## src/rtl/dreg_pipe.sv

```systemverilog
// DEPTH-stage WIDTH-bit register pipeline with valid/ready handshakes, bubble collapse, enable and flush.
// Latency is DEPTH cycles. in_ready is a combinational ready chain, so a full pipeline still accepts when the tail drains.
module dreg_pipe #(
    parameter int WIDTH = 8,
    parameter int DEPTH = 4
) (
    input  logic                         clk,
    input  logic                         reset,
    input  logic                         en,
    input  logic                         flush,
    input  logic                         in_valid,
    output logic                         in_ready,
    input  logic [WIDTH-1:0]             in_data,
    output logic                         out_valid,
    input  logic                         out_ready,
    output logic [WIDTH-1:0]             out_data,
    output logic [$clog2(DEPTH+1)-1:0]   occupancy
);

    localparam int OW = $clog2(DEPTH+1);

    logic [DEPTH-1:0]            v;
    logic [DEPTH-1:0]            v_nxt;
    logic [DEPTH-1:0]            adv;
    logic [DEPTH-1:0]            ld;
    logic [DEPTH-1:0][WIDTH-1:0] d;
    logic [DEPTH-1:0][WIDTH-1:0] d_nxt;
    logic [OW-1:0]               occ_nxt;
    logic                        act;

    assign act = en & ~flush;

    // A stage advances when it holds data and the stage ahead is empty or emptying.
    always_comb begin : adv_chain
        logic c;
        c = act & v[DEPTH-1] & out_ready;
        adv = '0;
        adv[DEPTH-1] = c;
        for (int i = DEPTH-2; i >= 0; i--) begin
            c = act & v[i] & (~v[i+1] | c);
            adv[i] = c;
        end
    end

    assign in_ready  = reset & act & (~v[0] | adv[0]);
    assign out_valid = act & v[DEPTH-1];
    assign out_data  = d[DEPTH-1];

    always_comb begin
        ld    = '0;
        ld[0] = in_valid & in_ready;
        for (int i = 1; i < DEPTH; i++) begin
            ld[i] = adv[i-1];
        end
    end

    always_comb begin
        v_nxt = v;
        d_nxt = d;
        if (en && flush) begin
            v_nxt = '0;
        end else if (act) begin
            for (int i = 0; i < DEPTH; i++) begin
                v_nxt[i] = ld[i] | (v[i] & ~adv[i]);
            end
        end
        // Data is only written on load; empty stages keep stale data.
        if (ld[0]) begin
            d_nxt[0] = in_data;
        end
        for (int i = 1; i < DEPTH; i++) begin
            if (ld[i]) begin
                d_nxt[i] = d[i-1];
            end
        end
    end

    always_comb begin
        occ_nxt = '0;
        for (int i = 0; i < DEPTH; i++) begin
            occ_nxt = occ_nxt + OW'(v_nxt[i]);
        end
    end

    always_ff @(posedge clk or negedge reset) begin
        if (!reset) begin
            v         <= '0;
            d         <= '0;
            occupancy <= '0;
        end else begin
            v         <= v_nxt;
            d         <= d_nxt;
            occupancy <= occ_nxt;
        end
    end

endmodule

```

## config.mk

```make
export PLATFORM = sky130hd
export DESIGN_NAME = dreg_pipe
export DESIGN_NICKNAME = d
export VERILOG_FILES = /design/src/rtl/dreg_pipe.sv
export SDC_FILE = /design/constraint.sdc
export NUM_CORES = 1
export LEC_CHECK = 0
export CELL_PAD_IN_SITES_DETAIL_PLACEMENT = 1
export CELL_PAD_IN_SITES_GLOBAL_PLACEMENT = 2
export CORE_ASPECT_RATIO = 0.75
export CORE_MARGIN = 2
export CORE_UTILIZATION = 34
export CTS_CLUSTER_SIZE = 28
export DETAILED_ROUTE_END_ITERATION = 10
export PLACE_DENSITY = 0.79
export REMOVE_ABC_BUFFERS = 1
export SLEW_MARGIN = 20
export SYNTH_ARGS = -nofsm -noshare
export SYNTH_HDL_FRONTEND = slang
export SYNTH_SLANG_ARGS = --single-unit
```

## constraint.sdc

```tcl
create_clock -name clk -period 2 [get_ports clk]
set_clock_uncertainty 0.2 [all_clocks]
set_input_delay 0.4 -clock clk [delete_from_list [all_inputs] [get_ports clk]]
set_output_delay 0.4 -clock clk [all_outputs]
set_load 0.02 [all_outputs]
```

==> summary.md <==
| Metric | Value |
|---|---|
| Clock tree buffer depth | 2 |
| Starting utilization of the core area | 0.356 |
| Flip-flop and latch count after synthesis | 39 |
| Post-Synth XOR/XNOR Area | 0 |
| Fraction of the mapped netlist area in compound gates | 0.0517 |
| GRT Resource Usage Total | 0.144 |
| Detailed Place HPWL | 2640 um |
| Initial antenna violation count | 0 |
| Root buf cell | clkbuf_8 |
| Critical path startpoint category | flop |
| Die width | 87.2 um |
| Sinks on Clock Net | 39 |
| Final worst-path cycle share | 1.08 |
| Final critical delay including setup and external delays | 2160 ps |
| DR pass1 iterations | 2 |
| Final setup slack of the worst path | -160 ps |
| Number of pins exceeding their max-slew limit in the final report | 0 |
| Critical path endpoint category | flop |
| Number of max-cap violations | 0 |
| Routed wirelength normalized by instance count | 16.7 um |
| Global-route track usage on met3 | 0.0437 |
| Area taken by flip-flops and latches | 978 um^2 |
| Residual DRC count | 0 |
| Layout net count | 176 |
| Main area contributors after synthesis | dfrtp_1 (55%), mux2_4 (20%), mux2_1 (5.1%) |
| Pin count of the biggest net entering global routing | 22 |
| Cell type of the slowest stage on the worst timing path | fa_1 |
| Final Util | 0.479 |
| DR iter-0 viols | 26 |
| Failing checks | negative setup slack |
| Via count normalized by instance count | 4.66 |
| Critical Path, Cell by Cell | nand4b_1 > o21ai_2 > a21oi_2 > fa_1 > inv_2 > ha_4 > ha_4 |
| Library cells used by synthesis | 24 |
| Antenna cell count | 0 |
| TritonCTS buffer count | 5 |
| Final-report hold violation count | 0 |
| Number of nets with antenna violations after routing | 0 |
| Filler cell count in the final layout | 503 |
| Fmax | 463 MHz |
| Share of synthesized registers carrying an async set or reset | 1.00 |
| Synth Area in Adders | 0.0255 |
| Area inside the core boundary | 4950 um^2 |
| Largest area contributor in the netlist | dfrtp_1 |
| Height of the die | 66.4 um |
| Status | complete, but fails checks |
| Multi-input combinational cell area | 739 um^2 |
| Met1 Use GR | 0.178 |
| Input/output buffers | 26 |
| Post-synth top area share | 0.553 |
| Hold crit path type | in -> async |
| CTS tree | done |
| Worst-path maximum fanout | 3 |
| Post-route non-filler standard cell count | 219 |
| Dominant combinational cell family by area after synthesis | multiplexers |
| Sum Neg Setup Slack | -237 ps |
| Gate Count Post-Synth | 110 |
| Yosys synthesis warning count | 0 |
| WS Path Type | reg -> reg |
| Number of global-route vias before repair | 1,145 |
| Flip-flop cell with the highest count after synthesis | dfrtp_1 |
| Grt met2 use | 0.242 |
| Insertion delay to the later sink of the worst-skew pair | 280 ps |
| Leakage power of the design | 1.17 nW |
| Sequential element share of the synthesized area | 0.553 |
| RSZ-0062 raised after global routing | yes |
| Weighted congestion reported at the end of routability-driven placement | 0.803 |
| Max IR drop VDD | 0.332 mV |
| Global-route wire length before repair | 6110 um |
| Cell Area, Synth | 1770 um^2 |
| Layout Area Growth over Synthesis | 34.4% |
| Layer with the highest usage | met2 |
| Number of vias after detailed routing | 1,021 |
| Floorplan row count | 22 |
| Transition time at the pin with the least slew margin | 282 ps |
| Boundary Pins | 27 |
| Clk pin slew, worst setup/hold paths | 70 ps |
| Worst path max stage delay | 530 ps |
| Number of synthesized flops with an enable pin | 0 |
| Htree depth | 2 |
| Required time of the worst setup path | 1970 ps |
| Most frequent CP cell | ha_4 |
| Share of synthesized cell area in and, or, nand and nor gates | 0.0553 |
| Final-report setup violation count | 2 |
| Total grt overflow | 0 |
| Slew HR | 0.812 |
| Placed instance count | 205 |
| Die footprint | 5790 um^2 |
| Layout cell share with drive strength beyond 1 | 0.484 |
| Power per cell area | 775 nW/um^2 |
| Post-synthesis area per instance | 16.0 um^2 |
| Final Routed Wirelength | 3650 um |
| Data arrival time of the critical path | 2130 ps |
| Share of cell area taken by muxes after synthesis | 0.255 |
-- area by class of cell --
cell class	count	area share
Clock buffer	6	0.0348
Clock inverter	1	0.00211
Multi-Input combinational cell	57	0.312
Sequential cell	39	0.412
Inverter	3	0.00475
Tap cell	60	0.0316
Timing Repair Buffer	53	0.203
-- power by group --
part           internal, W  switching [W]  total (W)
Combinational     0.000199       0.000100   0.000299
Clock             0.000270       0.000252   0.000522
Sequential        0.000923      0.0000937    0.00102
-- placed cells by master (no fill, tap or decap), types with 6 or more instances in the layout --
master,instances
mux2_4,24
mux2_1,8
clkdlybuf4s50_1,20
clkbuf_8,6
dfrtp_1,37
buf_4,24
-- critical path, delay by kind of cell, from the launching register on --
kind / cells / cell delay (ps)
adders and majority gates: 3 / 900
AOI/OAI and AO/OA: 2 / 310
and+or+nand+nor: 1 / 170
buffers and inverters: 1 / 50
DFF: 1 / 420
-- synthesized netlist by cell type, drive strengths merged (2+ instances only) --
library cell and instances:
dfrtp 39, and3 2, a22oi 2, o21ai 5, inv 3, mux2 32
a22o 2, ha 2, buf 11
-- registers in the layout, indices dropped and copies added, names as in the netlist --
name and cells:
v 4, d 24, out_data 8, occupancy 3
-- stage by stage --
| stage | total power (W) | hold WS, ps | area (um^2) | worst slack [ps] |
|---|---|---|---|---|
| finish | 0.00184 | 9.40 | 2370 | -160 |
| CTS | 0.00186 | 2.90 | 2360 | -180 |
| global placement | 0.00129 | 194 | 2160 | -690 |
| detailed placement | 0.00131 | 206 | 2160 | -944 |
| global route | 0.00193 | 39.8 | 2370 | -250 |
| floorplan | 0.00116 | -95.6 | 1670 | -272 |
-- logic make-up (layout without fill, tap and decap cells) --
logic type / Yosys count / after routing
mux: 32 / 32
compound gates: 12 / 12
simple gates: 10 / 10
fa+ha+maj: 3 / 3
flops: 39 / 39
buf+inv: 14 / 63
-- routing by layer --
metal  vias up  share of wire
li1        479              -
met4         0          0.018
met5         -              0
met2        23           0.49
met3         6          0.032
met1       513           0.46
-- timing repair --
| action | 4_1_cts | 5_1_grt |
|---|---|---|
| resized for setup | 26 | 0 |
| hold endpoints to repair | 18 | 0 |
| pin swaps | 6 | 2 |
| hold buffers | 1 | 0 |
| setup buffers | 5 | 1 |
| setup endpoints to repair | 13 | 3 |
-- path summary, 6_finish.rpt --
kind | slack [ps] | endpoint | cells past startpoint | from
setup reg to reg | -160 | occupancy[1] | 7 | v[3]
hold / removal | 9 | v[0] | 3 | reset
min in group clk | 300 | d[8] | 1 | d[8]
max in group asynchronous | 960 | d[8] | 3 | reset
setup / recovery | -160 | occupancy[1] | 7 | v[3]
hold reg to reg | 300 | d[8] | 1 | d[8]
Power figures use the tool's default switching activity.
